`src/rtl/alu_seq.sv`:
```
// alu_seq: sequential ALU. Single-cycle arithmetic, logic and shift ops,
// plus N-cycle unsigned shift-add multiply and restoring divide.
//
// Parameter: N            operand/result width (N >= 4)
// Ports:
//   clk                   rising-edge clock
//   rst                   asynchronous active-high reset
//   start                 request; accepted only while busy=0
//   cntrl[3:0]            op select, sampled with start
//   in1[N-1:0]            first operand / shifted value / dividend
//   in2[N-1:0]            second operand / shift amount / divisor
//   busy                  high while MUL/DIV iterates
//   done                  one-cycle pulse, out/rem/flags valid
//   out[N-1:0]            registered result
//   rem[N-1:0]            registered DIV remainder, 0 otherwise
//   V, Z, S, cout         overflow, zero, sign, carry/borrow flags
module alu_seq #(
  parameter int N = 8
) (
  input  logic         clk,
  input  logic         rst,
  input  logic         start,
  input  logic [3:0]   cntrl,
  input  logic [N-1:0] in1,
  input  logic [N-1:0] in2,
  output logic         busy,
  output logic         done,
  output logic [N-1:0] out,
  output logic [N-1:0] rem,
  output logic         V,
  output logic         Z,
  output logic         S,
  output logic         cout
);

  localparam int CW = $clog2(N);
  localparam logic [CW-1:0] LAST = CW'(N - 1);

  localparam logic [3:0] OP_ADD  = 4'd0;
  localparam logic [3:0] OP_SUB  = 4'd1;
  localparam logic [3:0] OP_OR   = 4'd2;
  localparam logic [3:0] OP_AND  = 4'd3;
  localparam logic [3:0] OP_SLL  = 4'd4;
  localparam logic [3:0] OP_SRL  = 4'd5;
  localparam logic [3:0] OP_CMPL = 4'd6;
  localparam logic [3:0] OP_PASS = 4'd7;
  localparam logic [3:0] OP_MUL  = 4'd8;
  localparam logic [3:0] OP_DIV  = 4'd9;
  localparam logic [3:0] OP_SRA  = 4'd10;

  typedef enum logic {
    IDLE,
    RUN
  } state_t;

  state_t        state;
  logic [CW-1:0] cnt;
  logic          is_div;
  logic [N-1:0]  opb;
  logic [N-1:0]  acc;
  logic [N-1:0]  ql;

  logic          mul_op;
  logic [N-1:0]  res;
  logic          rc;
  logic          rv;
  logic [N:0]    add_s;
  logic [N:0]    sub_d;
  logic [N:0]    sll_x;
  logic [N:0]    srx;
  logic [N-1:0]  sra_r;

  logic [N:0]    msum;
  logic [N:0]    dsh;
  logic [N+1:0]  ddif;
  logic [N-1:0]  acc_n;
  logic [N-1:0]  ql_n;
  logic          unused_ok;

  assign mul_op = (cntrl == OP_MUL) || (cntrl == OP_DIV);

  assign add_s = {1'b0, in1} + {1'b0, in2};
  // Top bit of the difference is the unsigned borrow.
  assign sub_d = {1'b0, in1} - {1'b0, in2};

  // One guard bit catches the last bit shifted out. It reads 0 for
  // amount 0 and for amounts beyond N, with no special casing.
  assign sll_x = {1'b0, in1} << in2;
  assign srx   = {in1, 1'b0} >> in2;
  assign sra_r = $unsigned($signed(in1) >>> in2);

  always_comb begin
    res = '0;
    rc  = 1'b0;
    rv  = 1'b0;
    unique case (cntrl)
      OP_ADD: begin
        res = add_s[N-1:0];
        rc  = add_s[N];
        rv  = (in1[N-1] ~^ in2[N-1])
            & (add_s[N-1] ^ in1[N-1]);
      end
      OP_SUB: begin
        res = sub_d[N-1:0];
        rc  = sub_d[N];
        rv  = (in1[N-1] ^ in2[N-1])
            & (sub_d[N-1] ^ in1[N-1]);
      end
      OP_OR:   res = in1 | in2;
      OP_AND:  res = in1 & in2;
      OP_SLL: begin
        res = sll_x[N-1:0];
        rc  = sll_x[N];
      end
      OP_SRL: begin
        res = srx[N:1];
        rc  = srx[0];
      end
      OP_SRA: begin
        res = sra_r;
        rc  = srx[0];
      end
      OP_CMPL: res = ~in1;
      OP_PASS: res = in1;
      default: ;
    endcase
  end

  // One iteration of the multi-cycle datapath.
  // MUL: acc:ql is the 2N-bit product, ql starts as multiplier.
  // DIV: acc is the partial remainder, ql shifts dividend out and
  // quotient in.
  assign msum = {1'b0, acc}
              + (ql[0] ? {1'b0, opb} : '0);
  assign dsh  = {acc, ql[N-1]};
  assign ddif = {1'b0, dsh} - {2'b0, opb};

  always_comb begin
    acc_n = msum[N:1];
    ql_n  = {msum[0], ql[N-1:1]};
    if (is_div) begin
      if (!ddif[N+1]) begin
        acc_n = ddif[N-1:0];
        ql_n  = {ql[N-2:0], 1'b1};
      end else begin
        acc_n = dsh[N-1:0];
        ql_n  = {ql[N-2:0], 1'b0};
      end
    end
  end

  // A restoring step never leaves a remainder >= divisor,
  // so bit N of the difference carries no information.
  assign unused_ok = ddif[N];

  always_ff @(posedge clk or posedge rst) begin
    if (rst) begin
      state  <= IDLE;
      cnt    <= '0;
      is_div <= 1'b0;
      opb    <= '0;
      acc    <= '0;
      ql     <= '0;
      busy   <= 1'b0;
      done   <= 1'b0;
      out    <= '0;
      rem    <= '0;
      V      <= 1'b0;
      Z      <= 1'b0;
      S      <= 1'b0;
      cout   <= 1'b0;
    end else begin
      done <= 1'b0;
      unique case (state)
        IDLE: begin
          if (start) begin
            if (mul_op) begin
              state  <= RUN;
              busy   <= 1'b1;
              cnt    <= '0;
              is_div <= (cntrl == OP_DIV);
              opb    <= in2;
              acc    <= '0;
              ql     <= in1;
            end else begin
              out  <= res;
              rem  <= '0;
              V    <= rv;
              cout <= rc;
              Z    <= (res == '0);
              S    <= res[N-1];
              done <= 1'b1;
            end
          end
        end
        RUN: begin
          acc <= acc_n;
          ql  <= ql_n;
          cnt <= cnt + 1'b1;
          if (cnt == LAST) begin
            // Divide by zero needs no override for out/rem:
            // every trial subtract succeeds, giving all-ones
            // quotient and the dividend as remainder.
            state <= IDLE;
            busy  <= 1'b0;
            done  <= 1'b1;
            out   <= ql_n;
            rem   <= is_div ? acc_n : '0;
            V     <= is_div ? (opb == '0)
                            : (acc_n != '0);
            cout  <= 1'b0;
            Z     <= (ql_n == '0);
            S     <= ql_n[N-1];
          end
        end
        default: state <= IDLE;
      endcase
    end
  end

endmodule

```
`config.mk`:
```
export PLATFORM = sky130hd
export DESIGN_NAME = alu_seq
export DESIGN_NICKNAME = d
export VERILOG_FILES = /design/src/rtl/alu_seq.sv
export SDC_FILE = /design/constraint.sdc
export NUM_CORES = 1
export LEC_CHECK = 0
export ABC_AREA = 1
export BUFFER_PORTS_ARGS = -buffer_cell sky130_fd_sc_hd__buf_2
export CAP_MARGIN = 15
export CORE_MARGIN = 5
export CORE_UTILIZATION = 60
export DETAILED_ROUTE_END_ITERATION = 10
export PLACE_DENSITY = 0.84
export SLEW_MARGIN = 10
export SYNTH_ARGS = -nofsm -noshare
export SYNTH_HDL_FRONTEND = slang
export SYNTH_SLANG_ARGS = --single-unit
export TNS_END_PERCENT = 5
```
`constraint.sdc`:
```
create_clock -name clk -period 5.4 [get_ports clk]
set_input_delay 0.81 -clock clk [delete_from_list [all_inputs] [get_ports clk]]
set_output_delay 0.81 -clock clk [all_outputs]
set_load 0.01 [all_outputs]
```
# Yosys cells after proc, flatten, opt, wreduce, memory -nomap -nowiden

Index checks and enable logic that the tools add are counted.

Shift operators: 3
$add $sub $neg: 5
Equality and inequality tests: 15
Reductions and logical operators: 11
Mux-type cells: 54
Bitwise gates (word level): 10

Operators by type and width:

| operator             | count |
|---|---|
| $mux W8              | 15 |
| $pmux W8 S9          | 1 |
| $pmux W8 S2          | 4 |
| $logic_not A8 Y1     | 3 |
| $mux W1              | 22 |
| $add A8 B8 Y9        | 2 |
| $eq A4 B3 Y1 const B | 4 |
| $pmux W1 S2          | 8 |
| $eq A4 B4 Y1 const B | 3 |
| $sub A9 B8 Y10       | 1 |
| $reduce_and A3 Y1    | 3 |
| $shl A8 B8 Y9        | 1 |
| $shr A9 B8 Y9        | 1 |
| $sub A8 B8 Y9        | 1 |
| $and A8 B8 Y8        | 1 |
| $eq A4 B2 Y1 const B | 2 |
| $not A8 Y8           | 1 |
| $or A8 B8 Y8         | 1 |
| $reduce_bool A8 Y1   | 1 |
| $sshr A8 B8 Y8       | 1 |
| $mux W3              | 2 |
| $ne A2 B2 Y1 const B | 3 |
| $pmux W3 S2          | 1 |
| $eq A4 B1 Y1 const B | 1 |
| 12 further kinds     | 15 |

Logic and storage cells: 112
Bits in registers: 51
Bits of input ports: 23
Output and inout bits: 22

# Longest topological paths before layout

Depth after elaboration: 7
Mapped depth: 21
Mapped depth without buffers: 20

# Worst setup path before layout

OpenSTA, ideal clock, no wires.

Path type: input -> register
Start: input port in2[2]
End: register Z
Setup slack: 2.661 ns
Required time: 5.323 ns
Path buffers: 3
Arrival: 2.662 ns
Cell stages on the path: 16
Setup time: 0.077 ns
Cells stage by stage: buf_2 inv_1 buf_2 ha_1 buf_2 inv_1 nand2_1 nand3_1 inv_1 o21ai_1 or2_2 nand3_1 nand2_1 nor2_1 nand3_1 a21oi_1

Cells in the longest elaborated chain, start to end: 6
Elaborated cells on any way between the ends: 12
Classes of those cells: add/sub (2); shift (3); mux (4); bitwise (2); reduce/logical (1)

RTL lines:

| item                                  | RTL line | text |
|---|---|---|
| start, declared                       | 25       | `input logic [N-1:0] in2,` |
| $sub A8 B8 Y9 (tied with other cells) | 84       | `assign sub_d = {1'b0, in1} - {1'b0, in2};` |
| $pmux W8 S9 *                         | 96       | `unique case (cntrl)` |
| $logic_not A8 Y1 *                    | 190      | `Z <= (res == '0);` |
| $mux W1 *                             | 177      | `if (mul_op) begin` |
| $mux W1 *                             | 176      | `if (start) begin` |
| $pmux W1 S2 *                         | 174      | `unique case (state)` |
| end signal, assigned                  | 190      |  |
| end signal, assigned                  | 212      | `Z <= (ql_n == '0);` |
| end, declared                         | 31       | `output logic Z,` |

Every way passes the cells marked *; elsewhere a longest branch is shown, timed or not. The select of a mux whose other input is x is not followed.
A chain may end at the register's enable or synchronous reset.

# Worst setup path in the final report

Ends and elaborated chain as after synthesis.

==> impl_metrics.ini <==
[yosys]
yosys.area_share.simple_pct = 36.8
synth_cells = 862
synth_fp_nets = 931
synth_top_family_by_area = simple AND/OR/NAND/NOR gates
synth_cell_types = 50
synth_edf_count = 0
synth_compound_area_share_pct = 16.8
synth_xor_area_share_pct = 1.13
ys_warn_count = 0
ys_ff_latch = 50
synth_mux_area_share_pct = 0.185
async_flop_share_pct = 100
synth-main-ff-cell = dfrtp_1
syn_avg_cell_area_um2 = 6.29
synth_adder_area_share_pct = 11.2
synth_area_um2 = 5420
seq_area_frac_synth_pct = 23.1

[critical_path]
crit_arrival_ps = 3210
r2r_cells = 18
crit_chain = buf_2, inv_1, ha_1, inv_1, nand2_1, nand3_1, inv_1, o21ai_1, or2_2, nand3_1, nand2_1, nor2_1, nand3_1, a21oi_1
path_max_fanout = 12
criticalPathCategory = in -> reg
cp_data_required_time_ps = 5640
timing.rr.start = ql[0]$_DFFE_PP0P_
start_kind = input port
slowest_delay_ps = 540
end_kind = flip-flop
cpMaxStageDelayCell = ha_1
r2r_end = V$_DFFE_PP0P_
r2r_slack_ps = 2580

[run_status]
outcome = completed

[clocking]
clock_path_buffers = 2
h-tree-depth = 2
cts_buffers = 5
cts_root_buf = clkbuf_8
clkLatencyLatePin_ps = 320
cts_resized = 0
clock_sinks = 50
cts_tree = yes
hold_buffers = 0
cts_setup_buffers = 0
cts.clk_slew.worst_paths_ps = 100

[placed_design]
gp_congestion = 1.03
place_ws_ps = 2180
dp_cells = 989
portBuffers = 44
placed_cell_area_um2 = 5650
dp_hpwl_um = 13500

[route]
wire_per_inst_um = 17.1
drtAntennaViolNets = 0
drt_iter0_markers = 477
drc_errors = 0
avgViaCountPerCell = 6.04
num_vias = 6030
dr.pass1.iters = 6
wirelength_um = 17100

[min_path]
min_from = rem[4]$_DFFE_PP0P_
holdCritPathClass = reg -> reg
min_to = rem[4]$_DFFE_PP0P_
hold-path-cell-count = 2

[sta]
max_freq_mhz = 337
clock_skew_ps = 11.0
finalSetupViolCount = 0
rsz0062_at_grt = no
hold_violations = 0
period_minus_slack_ps = 2970
period_share_pct = 55.0
tns_ps = 0
worst_pin_slew_ps = 900
slew_viol_final = 0
hold_ws_ps = 490
setup_ws_ps = 2430
maxSlewHeadroom_pct = 40.0

[power_and_ir_drop]
power.internal_mw = 1.29
seq_power_share_pct = 27.2
vdd_drop_max_mv = 0.180
p_per_area_nw_per_um2 = 462
p_switching_mw = 1.38
p_leak_nw = 3.13
p_clk_share_pct = 10.8
finalPower_mw = 2.67
netSwitchingFraction_pct = 51.6
p_comb_share_pct = 62.0

[global_route]
grt_max_degree = 51
antenna_found_initial = 0
overflow = 0
grt_pass1_wl_um = 28200
grt_pass1_vias = 5709
grt.total_usage_pct = 30.9

[finish]
areaGrowthSynthToFinish_pct = 6.76
antenna_cells = 0
post-route-util_pct = 66.1
design_area_um2 = 5790
nets = 958
fin_cells = 998
drive_gt1_share_pct = 9.10

[floorplanning]
pin_count = 45
core_um2 = 8760
die_h_um = 105
die_area_um2 = 11000
fp-row-count = 34
start_util_pct = 61.9
die_w_um = 105

[flow_run]
max_cap_viol_count = 0
==> layout by cell type, fill, tap and decap left out, types with 6 or more instances in the layout <==
master	count
o22ai_1	7
a31oi_1	6
ha_1	42
or2_2	6
nand2_1	232
nor2_1	77
a21oi_1	48
clkbuf_8	6
nand3_1	90
buf_2	44
o21ai_1	6
nand4_1	26
inv_1	109
dfrtp_1	50
o21ai_0	66
==> power groups by stage <==
stage	clock (mW)	combinational (mW)	sequential [mW]
2_1_floorplan	0	1.23	0.674
3_3_place_gp	0	1.58	0.720
3_5_place_dp	0	1.62	0.727
4_1_cts	0.289	1.63	0.719
5_1_grt	0.305	1.86	0.750
6_report	0.290	1.66	0.726
==> registers in the layout, indices dropped and copies added, names as in the netlist <==
signal  cells
done        1
state       1
busy        1
ql          8
acc         8
Z           1
rem         8
is_div      1
out         8
V           1
opb         8
cout        1
cnt         3
==> how the worst max path moves through the flow <==
stage / start / endpoint / slack [ps] / cells after the start
after floorplan: in2[2] / Z$_DFFE_PP0P_ / 2660 / 16
after global placement: in2[2] / Z$_DFFE_PP0P_ / 2300 / 14
after detailed placement: in2[2] / Z$_DFFE_PP0P_ / 2180 / 14
after CTS: in2[2] / Z$_DFFE_PP0P_ / 2510 / 14
after global routing: in2[2] / Z$_DFFE_PP0P_ / 2240 / 14
final: in2[2] / Z$_DFFE_PP0P_ / 2430 / 14
==> worst max-delay path, delay by kind of cell <==
family	cells	cell delay [ps]
compound gates	2	250
fa+ha+maj	1	540
simple gates	7	860
buf+inv	4	750
==> area by class of cell <==
| cell class | instances | area [um2] |
|---|---|---|
| multi-input cells | 667 | 3580 |
| fillers | 808 | 2970 |
| flip-flops and latches | 50 | 1250 |
| repair buffers | 47 | 255 |
| clock buffers | 6 | 82.6 |
| well taps | 108 | 135 |
| clock inverters | 2 | 38.8 |
| inverters | 118 | 443 |
==> routing by layer <==
metal / vias to the layer above / global-route usage [%] / share of wire (%)
li1: 2911 / - / -
met1: 2735 / 40.6 / 40
met2: 340 / 51.3 / 47
met3: 44 / 3.02 / 9.3
met4: 0 / 13.9 / 4.1
met5: - / 0 / 0
==> cell usage after synthesis (4+ instances only) <==
master / count / share of area, %
a22o_1: 4 / 0.65
nand2_1: 232 / 16
dfrtp_1: 50 / 23
o21ai_1: 6 / 0.55
ha_1: 42 / 9.7
a21oi_1: 48 / 4.4
o22ai_1: 7 / 0.81
nor2_1: 77 / 5.3
nand3_1: 90 / 8.3
fa_1: 4 / 1.5
xor2_1: 5 / 0.81
or2_2: 6 / 0.69
clkinv_1: 4 / 0.28
o211ai_1: 4 / 0.55
o21ai_0: 66 / 6.1
o221ai_1: 4 / 0.65
nand4_1: 26 / 3.0
a31oi_1: 6 / 0.69
buf_2: 8 / 0.74
nand3_2: 5 / 0.92
inv_1: 110 / 7.6
inv_2: 4 / 0.28
clkbuf_1: 9 / 0.62
buf_4: 5 / 0.69
==> logic make-up after synthesis <==
group | count (synthesis)
buffers and inverters | 145
multiplexers | 1
XOR/XNOR | 7
flip-flops | 50
AO/OA/AOI/OAI | 160
adder cells (fa/ha/maj) | 46
AND/OR/NAND/NOR | 453
(Power assumes the default switching activity.)
